==> src/rtl/pipe_stage_reg_pkg.sv <==
// Shared types and constants for pipeline stage registers.
// The SKID state is only reachable in PIPE_SKID_EN builds.
package pipe_pkg;

  typedef enum logic [1:0] {
    EMPTY = 2'd0,
    FULL  = 2'd1,
    SKID  = 2'd2
  } pipe_state_t;

  localparam int DEF_CTRL_W = 8;
  localparam int DEF_DATA_W = 160;
  localparam int DEF_CNT_W  = 16;

  // Control-word bit positions, packed by the stage that feeds each boundary
  localparam int IDEX_REG_WRITE  = 0;
  localparam int IDEX_MEM_READ   = 1;
  localparam int IDEX_MEM_WRITE  = 2;
  localparam int IDEX_MEM_TO_REG = 3;
  localparam int IDEX_ALU_SRC    = 4;
  localparam int IDEX_BRANCH     = 5;
  localparam int IDEX_ALU_OP_LO  = 6;
  localparam int IDEX_ALU_OP_HI  = 7;

  localparam int EXMEM_REG_WRITE  = 0;
  localparam int EXMEM_MEM_READ   = 1;
  localparam int EXMEM_MEM_WRITE  = 2;
  localparam int EXMEM_MEM_TO_REG = 3;
  localparam int EXMEM_BRANCH     = 4;

  localparam int MEMWB_REG_WRITE  = 0;
  localparam int MEMWB_MEM_TO_REG = 1;

  localparam int IFID_PRED_TAKEN  = 0;
  localparam int IFID_EXCEPTION   = 1;

  function automatic logic isOccupied(input pipe_state_t s);
    return s != EMPTY;
  endfunction

endpackage

==> src/rtl/pipe_stage_reg_if.sv <==
// Upstream/downstream valid-ready channel pair of one stage boundary.
// master = surrounding pipeline, slave = the stage register itself.
interface pipe_stage_reg_if
  import pipe_pkg::*;
#(
  parameter int CTRL_W = DEF_CTRL_W,
  parameter int DATA_W = DEF_DATA_W
);

  logic              in_valid;
  logic              in_ready;
  logic [CTRL_W-1:0] in_ctrl;
  logic [DATA_W-1:0] in_data;

  logic              out_valid;
  logic              out_ready;
  logic [CTRL_W-1:0] out_ctrl;
  logic [DATA_W-1:0] out_data;

  modport master (
    output in_valid, in_ctrl, in_data, out_ready,
    input  in_ready, out_valid, out_ctrl, out_data
  );

  modport slave (
    input  in_valid, in_ctrl, in_data, out_ready,
    output in_ready, out_valid, out_ctrl, out_data
  );

endinterface

==> src/rtl/pipe_stage_reg_sat_counter.sv <==
// Saturating up-counter; holds at all-ones instead of wrapping.
module pipe_sat_counter
  import pipe_pkg::*;
#(
  parameter int CNT_W = DEF_CNT_W
) (
  input  logic             clk,
  input  logic             reset,
  input  logic             inc_i,
  output logic [CNT_W-1:0] count_o
);

  logic [CNT_W-1:0] count_q;
  logic [CNT_W-1:0] count_d;

  always_comb begin
    count_d = count_q;
    if (inc_i && (count_q != {CNT_W{1'b1}})) begin
      count_d = count_q + CNT_W'(1);
    end
  end

  always_ff @(posedge clk or negedge reset) begin
    if (!reset) begin
      count_q <= '0;
    end else begin
      count_q <= count_d;
    end
  end

  assign count_o = count_q;

endmodule

==> src/rtl/pipe_stage_reg.sv <==
// Valid/ready pipeline stage register with flush, bubble ctrl zeroing and stall counter.
// Define PIPE_SKID_EN for a 2-entry skid buffer with registered in_ready.
module pipe_stage_reg
  import pipe_pkg::*;
#(
  parameter int CTRL_W = DEF_CTRL_W,
  parameter int DATA_W = DEF_DATA_W,
  parameter int CNT_W  = DEF_CNT_W
) (
  input  logic             clk,
  input  logic             reset,
  input  logic             flush,
  pipe_stage_reg_if.slave  bus,
  output logic [CNT_W-1:0] stall_cnt
);

  pipe_state_t       state_q;
  pipe_state_t       state_d;

  logic [CTRL_W-1:0] mainCtrl_q;
  logic [CTRL_W-1:0] mainCtrl_d;
  logic [DATA_W-1:0] mainData_q;
  logic [DATA_W-1:0] mainData_d;

  logic outValid;
  logic inReady;
  logic accept;
  logic drain;
  logic stallInc;

`ifdef PIPE_SKID_EN
  logic [CTRL_W-1:0] skidCtrl_q;
  logic [CTRL_W-1:0] skidCtrl_d;
  logic [DATA_W-1:0] skidData_q;
  logic [DATA_W-1:0] skidData_d;
  logic              inReady_q;
`endif

  always_ff @(posedge clk or negedge reset) begin
    if (!reset) begin
      state_q <= EMPTY;
    end else begin
      state_q <= state_d;
    end
  end

  always_comb begin
    state_d = state_q;
    unique case (state_q)
      EMPTY: begin
        if (accept) state_d = FULL;
      end
      FULL: begin
        if (drain && !accept) begin
          state_d = EMPTY;
        end
`ifdef PIPE_SKID_EN
        else if (accept && !drain) begin
          state_d = SKID;
        end
`endif
      end
`ifdef PIPE_SKID_EN
      SKID: begin
        if (drain) state_d = FULL;
      end
`endif
      default: state_d = EMPTY;
    endcase
    if (flush) state_d = EMPTY;
  end

  always_comb begin
    outValid = isOccupied(state_q);
`ifdef PIPE_SKID_EN
    inReady  = inReady_q;
`else
    inReady  = !outValid || bus.out_ready;
`endif
    accept   = bus.in_valid && inReady;
    drain    = outValid && bus.out_ready;
    stallInc = outValid && !bus.out_ready && !flush;
  end

  // Data moves only when an entry actually lands; empty slots keep stale data.
  always_comb begin
    mainCtrl_d = mainCtrl_q;
    mainData_d = mainData_q;
`ifdef PIPE_SKID_EN
    skidCtrl_d = skidCtrl_q;
    skidData_d = skidData_q;
`endif
    if (!flush) begin
`ifdef PIPE_SKID_EN
      if (state_q == SKID) begin
        if (drain) begin
          mainCtrl_d = skidCtrl_q;
          mainData_d = skidData_q;
        end
      end else if (accept && outValid && !drain) begin
        skidCtrl_d = bus.in_ctrl;
        skidData_d = bus.in_data;
      end else if (accept) begin
        mainCtrl_d = bus.in_ctrl;
        mainData_d = bus.in_data;
      end
`else
      if (accept) begin
        mainCtrl_d = bus.in_ctrl;
        mainData_d = bus.in_data;
      end
`endif
    end
  end

  always_ff @(posedge clk or negedge reset) begin
    if (!reset) begin
      mainCtrl_q <= '0;
      mainData_q <= '0;
    end else begin
      mainCtrl_q <= mainCtrl_d;
      mainData_q <= mainData_d;
    end
  end

`ifdef PIPE_SKID_EN
  // in_ready comes straight from a flop so it never chains across stages
  always_ff @(posedge clk or negedge reset) begin
    if (!reset) begin
      skidCtrl_q <= '0;
      skidData_q <= '0;
      inReady_q  <= 1'b1;
    end else begin
      skidCtrl_q <= skidCtrl_d;
      skidData_q <= skidData_d;
      inReady_q  <= (state_d != SKID);
    end
  end
`endif

  assign bus.in_ready  = inReady;
  assign bus.out_valid = outValid;
  assign bus.out_ctrl  = outValid ? mainCtrl_q : '0;
  assign bus.out_data  = mainData_q;

  pipe_sat_counter #(
    .CNT_W (CNT_W)
  ) u_stallCnt (
    .clk     (clk),
    .reset   (reset),
    .inc_i   (stallInc),
    .count_o (stall_cnt)
  );

endmodule

==> src/flat_wrapper.sv <==
// flat-port wrapper written by rule: the top's interface ports become plain ports
module pipe_stage_reg_flat import pipe_pkg::*;
#(
  parameter int CTRL_W = DEF_CTRL_W,
  parameter int DATA_W = DEF_DATA_W,
  parameter int CNT_W  = DEF_CNT_W
)
  (clk, reset, flush, stall_cnt, bus_in_valid, bus_in_ctrl, bus_in_data, bus_out_ready, bus_in_ready, bus_out_valid, bus_out_ctrl, bus_out_data);
  pipe_stage_reg_if #(.CTRL_W(CTRL_W), .DATA_W(DATA_W)) bus_i ();
  input  logic clk;
  input  logic reset;
  input  logic flush;
  output logic [CNT_W-1:0] stall_cnt;
  input wire logic [$bits(bus_i.in_valid)-1:0] bus_in_valid;
  input wire logic [$bits(bus_i.in_ctrl)-1:0] bus_in_ctrl;
  input wire logic [$bits(bus_i.in_data)-1:0] bus_in_data;
  input wire logic [$bits(bus_i.out_ready)-1:0] bus_out_ready;
  output wire logic [$bits(bus_i.in_ready)-1:0] bus_in_ready;
  output wire logic [$bits(bus_i.out_valid)-1:0] bus_out_valid;
  output wire logic [$bits(bus_i.out_ctrl)-1:0] bus_out_ctrl;
  output wire logic [$bits(bus_i.out_data)-1:0] bus_out_data;
  assign bus_i.in_valid = bus_in_valid;
  assign bus_i.in_ctrl = bus_in_ctrl;
  assign bus_i.in_data = bus_in_data;
  assign bus_i.out_ready = bus_out_ready;
  assign bus_in_ready = bus_i.in_ready;
  assign bus_out_valid = bus_i.out_valid;
  assign bus_out_ctrl = bus_i.out_ctrl;
  assign bus_out_data = bus_i.out_data;
  pipe_stage_reg #(.CTRL_W(CTRL_W), .DATA_W(DATA_W), .CNT_W(CNT_W)) u_core (.clk(clk), .reset(reset), .flush(flush), .bus(bus_i), .stall_cnt(stall_cnt));
endmodule
==> config.mk <==
export PLATFORM = sky130hd
export DESIGN_NAME = pipe_stage_reg_flat
export DESIGN_NICKNAME = d
export VERILOG_FILES = /design/src/rtl/pipe_stage_reg_pkg.sv /design/src/rtl/pipe_stage_reg_if.sv /design/src/rtl/pipe_stage_reg_sat_counter.sv /design/src/rtl/pipe_stage_reg.sv /design/src/flat_wrapper.sv
export SDC_FILE = /design/constraint.sdc
export NUM_CORES = 1
export LEC_CHECK = 0
export ABC_CLOCK_PERIOD_IN_PS = 2009
export BUFFER_PORTS_ARGS = -buffer_cell sky130_fd_sc_hd__buf_2
export CAP_MARGIN = 10
export CORE_AREA = 2 2 140 142
export DETAILED_ROUTE_END_ITERATION = 7
export DIE_AREA = 0 0 142 144
export PLACE_DENSITY = 0.68
export SLEW_MARGIN = 0
export SYNTH_ARGS = -nofsm -noshare
export SYNTH_HDL_FRONTEND = slang
export SYNTH_SLANG_ARGS = --single-unit
==> constraint.sdc <==
create_clock -name clk -period 2.01 [get_ports clk]
set_input_delay 0.402 -clock clk [delete_from_list [all_inputs] [get_ports clk]]
set_output_delay 0.402 -clock clk [all_outputs]
set_load 0.01 [all_outputs]
==> summary.txt <==
Logic synthesis
  • Synth Cell Area: 0.007186 mm^2
  • Ys async rst share: 1.000
  • Top FF cell, synth: dfrtp_1
  • Post-Syn Instances: 450
  • Ranking of synthesized cells by area: dfrtp_1 (64%), mux2_1 (16%), mux2_2 (11%)
  • Post-synth EDFFs: 0
  • Avg Inst Size Synth: 15.97 um^2
  • Most numerous cell in the Yosys netlist: dfrtp_1
  • Most common library cells after synthesis: dfrtp_1 (185), mux2_1 (101), mux2_2 (68)
  • Yosys top cell area share: 0.6443
  • Syn_nets: 624
  • Synth cell types: 32
  • Synthesized flop and latch total: 185
  • Area leader, netlist: dfrtp_1
  • Register area share after synthesis: 0.6443
  • Synth Warn #: 0

Global route
  • Top Usage Layer GRT: met2
  • M1 GR Usage: 0.1907
  • M3 GR Usage: 0.06026
  • Met2 Use GR: 0.2715
  • Global-route wire length before repair: 25690 um
  • Gr usage total: 0.1609
  • Global route overflow: 0
  • Antenna violations before repair: 0
  • Number of global-route vias before repair: 5068
  • Largest net degree at the start of global routing: 50

CTS
  • CTS tree: yes
  • Worst-path clk slew: 0.07 ns
  • CTS buffer count: 17
  • Clk sink count: 185
  • Clock root buffer: clkbuf_16
  • CTS Buffer Depth: 2
  • Setup Fix Bufs, Post-CTS: 0
  • CTS Hold Bufs: 1
  • CTS resizes: 0
  • Worst-Skew Late Latency: 0.42 ns
  • H-tree levels: 4

STA
  • Min Tclk post-route: 1.790 ns
  • Final worst slack: 0.2205 ns
  • Fmax: 0.5588 GHz
  • Setup_tns: 0 ns
  • Fin crit share: 0.8903
  • Final Hold Vio Count: 0
  • Worst Tran Pin Value: 0.4354 ns
  • Setup repair after global routing missed its margin: no
  • Final setup fails: 0
  • Setup Skew: 0.01088 ns
  • Final Max Slew Viols: 0
  • Slew Limit Headroom: 0.7075

Layout
  • Layout Nets: 1003
  • Fill cells: 1661
  • ANT cells: 0
  • Layout cells sized above 1: 0.5767
  • P&R area growth vs syn: 39.94%

Critical path
  • Crit end category: register
  • Critical path class: reg -> reg
  • Worst-path maximum fanout: 34
  • CP Launch Type: register
  • Worst EP required: 2.30 ns
  • R2R setup slack: 0.22 ns
  • CP Data Arrival Time: 2.08 ns

Routing
  • Avg Vias per Cell: 4.646
  • ANT nets after route: 0
  • Final WL: 16730 um
  • Wire per inst: 15.51 um
  • Drt pass-1 iters: 4
  • Iter 0 DRT Violations: 117
  • DRC: 0
  • Vias: 5013

Power and ir drop
  • Max VDD drop: 0.0006267 V
  • LEAKAGE: 4.949 nW
  • PwrDens: 1024 mW/mm^2

Floorplan
  • Initial Util: 0.3766
  • Die H: 144 um
  • Die area: 0.02045 mm^2
  • Rows: 51
  • Die Span X: 142 um
  • Core outline area: 0.01908 mm^2
  • IO Pins: 359

Place
  • Final HPWL DP: 12670 um
  • DP Worst Slack: 0.1601 ns
  • Port bufs: 358
  • RePlAce Congestion: 0.7780

Outcome
  • Status: completed

Min path
  • Worst hold-check path type: in -> reg

Flow run
  • Max cap viols: 0
## power breakdown
part	leakage (nW)	switching (mW)	internal, mW
combinational	2.44	0.953	1.01
clock	0.307	1.45	2.23
sequential	2.21	0.321	4.34
## registers in the layout (all words and copies together) (netlist names)
signal	count
u_core.bus.out_data	160
u_core.u_stallCnt.count_o	16
u_core.state_q	1
u_core.mainCtrl_q	8
## final timing paths
path                       depth (start not counted)                             endpoint                                start
setup / recovery                                   5  u_core.bus.out_data[74]$_DFFE_PN0P_        u_core.state_q[0]$_DFFE_PN0P_
hold / removal                                     2  u_core.bus.out_data[57]$_DFFE_PN0P_                      bus_in_data[57]
setup reg to reg                                   5  u_core.bus.out_data[74]$_DFFE_PN0P_        u_core.state_q[0]$_DFFE_PN0P_
hold reg to reg                                    1  u_core.bus.out_data[98]$_DFFE_PN0P_  u_core.bus.out_data[98]$_DFFE_PN0P_
max in group asynchronous                          3  u_core.bus.out_data[93]$_DFFE_PN0P_                                reset
min in group asynchronous                          2  u_core.bus.out_data[14]$_DFFE_PN0P_                                reset
## critical path: stages, from the launching register on
cell	delay, ns
dfrtp_1	0.38
nor2b_1	0.17
nor3b_4	0.22
buf_12	0.27
buf_12	0.25
mux2_1	0.36
## cell type report
| cell class | count | area [um^2] | share of cell area |
|---|---|---|---|
| sequential | 185 | 4629 | 0.4604 |
| multi-input combinational | 244 | 2419 | 0.2405 |
| timing repair buffer | 379 | 2058 | 0.2047 |
| clock buffer | 19 | 432.9 | 0.04305 |
| tap | 238 | 297.8 | 0.02961 |
| clock inverter | 12 | 211.5 | 0.02103 |
| inverter | 2 | 7.507 | 0.0007465 |
## routing by layer
metal	routed length, um	up-vias
li1	-	2346
met1	6684	2449
met2	8485	200
met3	1327	18
met4	233	0
met5	0	-
## cell usage in the layout, fill, tap and decap left out, drive strengths merged, types with 4 or more instances in the layout
cell	instances
buf	378
bufinv	5
clkbuf	19
mux2	170
a21oi	5
nand3	7
nor3	5
dfrtp	185
inv	6
nand2	7
nor2	9
and2	8
xnor2	5
a31oi	4
nand4	4
## logic make-up (layout without fill, tap and decap cells)
family / count (synthesis) / count (layout) / share of synthesized area
flops: 185 / 185 / 0.6443
mux: 170 / 170 / 0.2669
simple gates: 53 / 53 / 0.04876
buf+inv: 21 / 412 / 0.01915
compound gates: 12 / 12 / 0.009402
xor+xnor: 8 / 8 / 0.009751
fa+ha+maj: 1 / 1 / 0.001741
## metrics by stage
step | hold WS (ns) | total power, mW | utilization | area, um^2 | instances
3_5_place_dp | 0.3486 | 6.731 | 0.4928 | 9402 | 1047
3_3_place_gp | 0.3546 | 6.671 | 0.4928 | 9402 | 1047
4_1_cts | 0.1668 | 10.46 | 0.5271 | 10060 | 1079
2_1_floorplan | 0.1064 | 5.650 | - | 7186 | 450
5_1_grt | 0.1662 | 10.83 | 0.5271 | 10060 | 1079
6_report | 0.1930 | 10.30 | 0.5271 | 10060 | 1079
Note: power is estimated with default switching activity, not from simulation.
